`src/rtl/pulse_group_pkg.sv`:
```
// Shared definitions for the pulse group counter: FSM state encoding and default widths.
package pulse_group_pkg;

    localparam logic [1:0] ST_IDLE     = 2'd0;
    localparam logic [1:0] ST_ARMED    = 2'd1;
    localparam logic [1:0] ST_COUNTING = 2'd2;
    localparam logic [1:0] ST_DONE     = 2'd3;

    localparam int CNT_W_DEFAULT = 16;

endpackage

```
`src/rtl/sync_edge_detect.sv`:
```
// Synchronises an asynchronous level input and produces a registered one-cycle
// pulse on each synchronised rising edge.
module sync_edge_detect #(
    parameter int SYNC_STAGES = 2
) (
    input  logic clk,
    input  logic rst_n,
    input  logic async_in,
    output logic rise_pulse
);

    logic [SYNC_STAGES-1:0] sync_q;
    logic                   prev_q;

    always_ff @(posedge clk or negedge rst_n) begin
        if (!rst_n) begin
            sync_q     <= '0;
            prev_q     <= 1'b0;
            rise_pulse <= 1'b0;
        end else begin
            sync_q     <= {sync_q[SYNC_STAGES-2:0], async_in};
            prev_q     <= sync_q[SYNC_STAGES-1];
            // Registered so the edge reaches the consumer as a clean flop output.
            rise_pulse <= sync_q[SYNC_STAGES-1] & ~prev_q;
        end
    end

endmodule

```
`src/rtl/pulse_group_counter.sv`:
```
// Counts accepted laser trigger pulses for one accumulation group, with re-trigger
// hold-off, overrun flagging and group-completion signalling.
//
//  state       | meaning
//  ------------+--------------------------------------------------
//  ST_IDLE     | no group armed, triggers ignored
//  ST_ARMED    | group armed, waiting for the first accepted edge
//  ST_COUNTING | at least one pulse counted, target not reached
//  ST_DONE     | target reached, count frozen until next start
module pulse_group_counter
    import pulse_group_pkg::*;
#(
    parameter int CNT_W       = CNT_W_DEFAULT,
    parameter int SYNC_STAGES = 2,
    parameter int HOLDOFF     = 64
) (
    input  logic             clk,
    input  logic             rst_n,
    input  logic             trig_in,
    input  logic             capture_en,
    input  logic             start,
    input  logic [CNT_W-1:0] pulses_per_group,
    output logic [CNT_W-1:0] pulse_counts,
    output logic             pulse_strobe,
    output logic             busy,
    output logic             group_done,
    output logic             trig_overrun
);

    localparam int HO_W = (HOLDOFF > 1) ? $clog2(HOLDOFF) : 1;

    logic [1:0]       state, state_next;
    logic [CNT_W-1:0] target, target_next;
    logic [CNT_W-1:0] count_next, count_inc;
    logic [HO_W-1:0]  holdoff_cnt, holdoff_next;
    logic             strobe_next, done_next, overrun_next, busy_next;
    logic             trig_edge, in_group, start_go, accept, reject;

    sync_edge_detect #(.SYNC_STAGES(SYNC_STAGES)) u_sync (
        .clk        (clk),
        .rst_n      (rst_n),
        .async_in   (trig_in),
        .rise_pulse (trig_edge)
    );

    assign in_group  = (state == ST_ARMED) || (state == ST_COUNTING);
    assign start_go  = start && (pulses_per_group != '0);
    // A valid start takes priority and swallows a coincident edge.
    assign accept    = trig_edge && capture_en && (holdoff_cnt == '0) && in_group && !start_go;
    assign reject    = trig_edge && capture_en && (holdoff_cnt != '0) && in_group && !start_go;
    assign count_inc = pulse_counts + CNT_W'(1);

    always_ff @(posedge clk or negedge rst_n) begin
        if (!rst_n) begin
            state <= ST_IDLE;
        end else begin
            state <= state_next;
        end
    end

    always_comb begin
        state_next = state;
        if (start_go) begin
            state_next = ST_ARMED;
        end else if (accept) begin
            state_next = (count_inc == target) ? ST_DONE : ST_COUNTING;
        end
    end

    always_comb begin
        target_next  = target;
        count_next   = pulse_counts;
        strobe_next  = 1'b0;
        done_next    = 1'b0;
        overrun_next = trig_overrun;
        holdoff_next = holdoff_cnt;
        busy_next    = (state_next == ST_ARMED) || (state_next == ST_COUNTING);

        if (holdoff_cnt != '0) begin
            holdoff_next = holdoff_cnt - HO_W'(1);
        end

        if (start_go) begin
            target_next  = pulses_per_group;
            count_next   = '0;
            overrun_next = 1'b0;
        end else if (accept) begin
            count_next   = count_inc;
            strobe_next  = 1'b1;
            done_next    = (count_inc == target);
            holdoff_next = HO_W'(HOLDOFF - 1);
        end else if (reject) begin
            overrun_next = 1'b1;
        end
    end

    always_ff @(posedge clk or negedge rst_n) begin
        if (!rst_n) begin
            target       <= '0;
            pulse_counts <= '0;
            pulse_strobe <= 1'b0;
            group_done   <= 1'b0;
            trig_overrun <= 1'b0;
            busy         <= 1'b0;
            holdoff_cnt  <= '0;
        end else begin
            target       <= target_next;
            pulse_counts <= count_next;
            pulse_strobe <= strobe_next;
            group_done   <= done_next;
            trig_overrun <= overrun_next;
            busy         <= busy_next;
            holdoff_cnt  <= holdoff_next;
        end
    end

endmodule

```
`config.mk`:
```
export PLATFORM = sky130hd
export DESIGN_NAME = pulse_group_counter
export DESIGN_NICKNAME = d
export VERILOG_FILES = /design/src/rtl/pulse_group_pkg.sv /design/src/rtl/sync_edge_detect.sv /design/src/rtl/pulse_group_counter.sv
export SDC_FILE = /design/constraint.sdc
export NUM_CORES = 1
export LEC_CHECK = 0
export ABC_AREA = 1
export CAP_MARGIN = 25
export CORE_MARGIN = 2
export CORE_UTILIZATION = 40
export DETAILED_ROUTE_END_ITERATION = 12
export SLEW_MARGIN = 10
export SYNTH_ARGS = -nofsm -noshare
export SYNTH_HDL_FRONTEND = slang
export SYNTH_HIERARCHICAL = 1
export SYNTH_SLANG_ARGS = --single-unit
```
`constraint.sdc`:
```
create_clock -name clk -period 5.46 [get_ports clk]
set_clock_uncertainty 0.2 [all_clocks]
set_input_delay 1.092 -clock clk [delete_from_list [all_inputs] [get_ports clk]]
set_output_delay 1.092 -clock clk [all_outputs]
set_load 0.05 [all_outputs]
```
## Word level (Yosys, flattened, before mapping)

Cells that the tools add are included.

- Register bits: 48
- Latch bits: 0
- RAM bits: 0
- ROM bits: 0
- Bits of input ports: 21
- Output and inout bits: 20
- Word-level logic and storage cells: 53
- Memories: 0

- Add/sub/neg operators: 2
- Multiply operators: 0
- Div/mod/pow operators: 0
- $lt $le $gt $ge: 0
- Equality and inequality tests: 6
- Shift-type cells: 0
- Multiplexer cells: 15
- Bitwise logic cells: 2
- Reductions and logical operators: 17

Operator list:

| operator | count |
|---|---|
| two-way mux 16 bit | 2 |
| two-way mux 6 bit | 3 |
| adder 16 x 1 -> 16 bit, second input constant | 1 |
| equality test 16 bit | 1 |
| nonzero test 16 bit | 1 |
| logical AND 1 bit | 8 |
| two-way mux 1 bit | 8 |
| zero test 6 bit | 1 |
| nonzero test 6 bit | 1 |
| subtractor 6 x 1 -> 6 bit, second input constant | 1 |
| equality test 2 x 1 -> 1 bit, second input constant | 2 |
| equality test 2 bit, second input constant | 2 |
| two-way mux 2 bit | 2 |
| nonzero test 2 bit | 2 |
| logical OR 1 bit | 2 |
| inequality test 2 bit, second input constant | 1 |
| AND reduction 2 bit | 1 |
| bitwise AND 1 bit | 1 |
| zero test 1 bit | 1 |
| inverter 1 bit | 1 |

## Longest topological paths before layout

- Depth after elaboration: 8
- Mapped depth: 13
- Gate-level depth less buffers: 13

## Cells and area by module

Netlist, hierarchy kept.

By module, submodules not included:

| module | instances | cells each | area an instance (um^2) | sequential area each (um^2) |
|---|---|---|---|---|
| pulse_group_counter | 1 | 373 | 2645.0 | 1101.1 |
| sync_edge_detect | 1 | 6 | 110.1 | 100.1 |

## Worst setup path before layout

No wires, ideal clock.

- Path type: input to register
- From: input port pulses_per_group[7]
- To: register pulse_counts[3]
- Setup time: 0.083 ns
- Arrival: 2.058 ns
- Required time: 5.177 ns
- Slack: 3.119 ns
- Stages: 10
- Buffers on the path: 1
- Path through: nor2_1 nand2_1 nor2_1 nand2_1 nand2_1 inv_2 nor2_2 inv_2 buf_2 o21ai_0

- Cells in the longest elaborated chain, start to end: 5
- Elaborated cells on any way between the ends: 6
- Those cells by class: 1 x mux; 5 x reduce/logical

Ends and longest elaborated chain:

| element | RTL line | text |
|---|---|---|
| from (decl) | pulse_group_counter.sv:22 | `input logic [CNT_W-1:0] pulses_per_group,` |
| nonzero test 16 bit (*) | pulse_group_counter.sv:47 | `assign start_go = start && (pulses_per_group != '0);` |
| logical AND 1 bit (*) | pulse_group_counter.sv:47 |  |
| zero test 1 bit | pulse_group_counter.sv:49 | `assign accept = trig_edge && capture_en && (holdoff_cnt == '0) && in_group && !start_go;` |
| logical AND 1 bit | pulse_group_counter.sv:49 |  |
| nonzero test 2 bit (no line) | -- |  |
| to (signal assigned) | pulse_group_counter.sv:108 | `pulse_counts <= count_next;` |
| to (decl) | pulse_group_counter.sv:23 | `output logic [CNT_W-1:0] pulse_counts,` |

Mark *: on every way between the ends. The rest lies on a longest branch, timed or not.
A chain may end at the register's enable or synchronous reset.

## Final worst setup path

- From: input port pulses_per_group[7]
- To: register pulse_counts[8]

The elaborated chain is that of the path after synthesis.

==> metrics.md <==
| Metric | Value |
|---|---|
| Outcome | `completed` |
| Post-synth EDFFs | `0` |
| Largest stage delay, worst path | `430 ps` |
| Clock Latency Late Sink | `300 ps` |
| Dpl hpwl | `5120 um` |
| Synth top area cells | `dfrtp_1 44%, nand2_1 17%, nand3_1 7.3%` |
| Placed Area | `3240 um^2` |
| Row Count | `30` |
| Adder-cell share of the synthesized area | `1.36%` |
| I/O Pins | `41` |
| Clock sink total | `48` |
| Worst r2r src | `holdoff_cnt[0]` |
| Setup tns final | `0 ps` |
| Worst hold path type | `reg2reg` |
| Final core utilization | `49.7%` |
| Syn Inst Count | `379` |
| Register area share after synthesis | `43.6%` |
| Crit path max-delay cell type | `clkdlybuf4s50_1` |
| Post-synth ARST share | `100%` |
| Hold Fails Final Rpt | `0` |
| Slew HR | `54.1%` |
| Postcts setup bufs | `0` |
| Finished Layout Cells | `502` |
| Largest net degree at the start of global routing | `34` |
| Setup WS pre-CTS | `1870 ps` |
| Gr usage total | `18.8%` |
| F_max | `0.307 GHz` |
| Pwr Density | `201 nW/um^2` |
| Final-stage net count | `445` |
| Syn. warnings | `6` |
| Final hold slack | `156 ps` |
| Setup WS post-layout | `2200 ps` |
| Post-Syn Nets | `403` |
| GPL Wtd Cong | `0.877` |
| Combinational family with the most area after synthesis | `simple AND/OR/NAND/NOR gates` |
| Most common cell in the synthesized netlist | `nand2_1` |
| Dpl cells | `494` |
| RSZ-0062 raised after global routing | `false` |
| Vias in the first global route | `2268` |
| Synth top cells by count | `127 x nand2_1, 48 x dfrtp_1, 41 x inv_1` |
| Starting Density | `41.0%` |
| Seq cells post-synth | `48` |
| PortBufs | `40` |
| Setup slack, reg-to-reg | `2730 ps` |
| Critical path cell sequence | `clkdlybuf4s50_1 > nor2_1 > nand2_1 > nor2_1 > nand2_1 > nand2_1 > inv_2 > nor2_2 > inv_2 > o21ai_0` |
| DRT iter0 DRCs | `188` |
| DR pass1 iterations | `4` |
| Max clock buf depth | `2` |
| Reg2reg path depth | `8` |
| Syn Std Cell Area | `2760 um^2` |
| Post-cts gate resize count | `0` |
| Max-capacitance violation count | `0` |
| Initial antenna violation count | `0` |
| WL final | `6700 um` |
| Synth Area in Compound Gates | `7.04%` |
| Core area | `6720 um^2` |
| Height of the die | `87.0 um` |
| Req. time, crit path | `5490 ps` |
| Die area | `7570 um^2` |
| Max Slew Vio Count | `0` |
| Worst R2R End | `pulse_counts[2]` |
| Synth top area share | `43.6%` |
| Syn Area/Cell | `7.27 um^2` |
| Final period util | `59.7%` |
| Post-route cell area | `3340 um^2` |
| Critical path's top delay family | `simple AND/OR/NAND/NOR gates` |
| # hold bufs at CTS | `0` |
| Layout area overhead | `21.1%` |
| Routed vias | `2491` |
| CTS H-tree depth | `2` |
| CTS tree | `done` |
| Xor/xnor share of the synthesized area | `2.54%` |
| Measured slew at the worst slew-check pin | `688 ps` |
| Static leakage | `1.57 nW` |
| Period minus WS final | `3260 ps` |
| CP Class | `in2reg` |
| Share of cells above drive strength 1 | `7.58%` |
| DR vias/cell | `4.96` |
| Design Power | `0.670 mW` |
| N_diodes | `0` |
| Critical path depth | `10` |
| Critical path fanouts, max | `25` |
| Data arrival, critical path | `3290 ps` |
| DRC | `0` |
| First-pass GRT wire length | `11100 um` |
| Die W | `87.0 um` |
| Top FF cell, synth | `dfrtp_1` |
| Startpoint types | `input port` |
| CTS Buf Count | `5` |
| Final setup fails | `0` |
| Worst vdd ir | `0.000120 V` |
| Crit end category | `register` |
| Post-route antenna net violation count | `0` |
| Distinct cells, synth | `33` |
| Total gr overflow | `0` |
| Wire per inst | `13.3 um` |
| Mux contribution to synthesized area | `0%` |
| CTS clk-pin slew, worst paths | `100 ps` |
| End of the critical path | `pulse_counts[8]` |
| Cell taking the most area after synthesis | `dfrtp_1` |
| Post-Synth Simple-Gate Area | `38.2%` |
| Buffers plus inverters on the worst setup path | `3` |
| Critical path origin | `pulses_per_group[7]` |
| Root Buffer | `clkbuf_8` |
| Crit path top cell by count | `nand2_1` |
[how the worst min path moves through the flow]
stage                      from          endpoint  slack (ps)  depth (start not counted)
4_1_cts        u_sync/sync_q[0]  u_sync/sync_q[1]         160                          0
5_1_grt        u_sync/sync_q[0]  u_sync/sync_q[1]         180                          0
2_1_floorplan  u_sync/sync_q[0]  u_sync/sync_q[1]         130                          0
3_5_place_dp   u_sync/sync_q[0]  u_sync/sync_q[1]         130                          0
3_3_place_gp   u_sync/sync_q[0]  u_sync/sync_q[1]         130                          0
6_report       u_sync/sync_q[0]  u_sync/sync_q[1]         160                          0
[where the power goes]
| part | switching (mW) | internal [mW] | total [mW] |
|---|---|---|---|
| logic | 0.0409 | 0.0317 | 0.0727 |
| registers | 0.00862 | 0.368 | 0.376 |
| clock network | 0.130 | 0.0910 | 0.221 |
| total | 0.180 | 0.490 | 0.670 |
[area by class of cell]
cell class,count,area [um^2]
clock buffers,5,68.8
repair buffers,41,415
well taps,80,100
fillers,670,3380
clock inverters,3,23.8
flip-flops and latches,48,1200
multi-input cells,279,1360
inverters,46,173
[sequential cells by signal (all words and copies together) (netlist names)]
signal	cells
pulse_counts	16
state	2
trig_overrun	1
u_sync/sync_q	2
busy	1
group_done	1
pulse_strobe	1
holdoff_cnt	6
u_sync/prev_q	1
target	16
u_sync/rise_pulse	1
[cell usage in the layout, fill, tap and decap left out, types with 2 or more instances in the layout]
| cell | n |
|---|---|
| inv_1 | 41 |
| o22ai_1 | 4 |
| nand3b_1 | 7 |
| inv_2 | 5 |
| o21ai_1 | 5 |
| dfrtp_1 | 48 |
| nor2_2 | 7 |
| xnor2_1 | 2 |
| clkinvlp_4 | 2 |
| clkdlybuf4s50_1 | 39 |
| xor2_1 | 3 |
| nor3_1 | 3 |
| nand2_2 | 2 |
| nor2_1 | 35 |
| clkbuf_8 | 5 |
| o21ai_0 | 20 |
| nand3_1 | 40 |
| nand4_1 | 7 |
| ha_1 | 3 |
| nand2_1 | 127 |
[cells by family (layout without fill, tap and decap cells)]
family | Yosys count | in the layout
simple gates | 235 | 235
buf+inv | 52 | 95
flops | 48 | 48
compound gates | 35 | 35
xor+xnor | 6 | 6
fa+ha+maj | 3 | 3
[layer usage]
| metal | share of wire, % | routed length (um) | track usage [%] | up-vias |
|---|---|---|---|---|
| li1 | - | - | - | 1302 |
| met1 | 49 | 3290 | 27.3 | 1122 |
| met2 | 45 | 2990 | 29.1 | 63 |
| met3 | 5.7 | 379 | 3.22 | 4 |
| met4 | 0.66 | 44 | 4.69 | 0 |
| met5 | 0 | 0 | 0 | - |
Power figures use the tool's default switching activity.
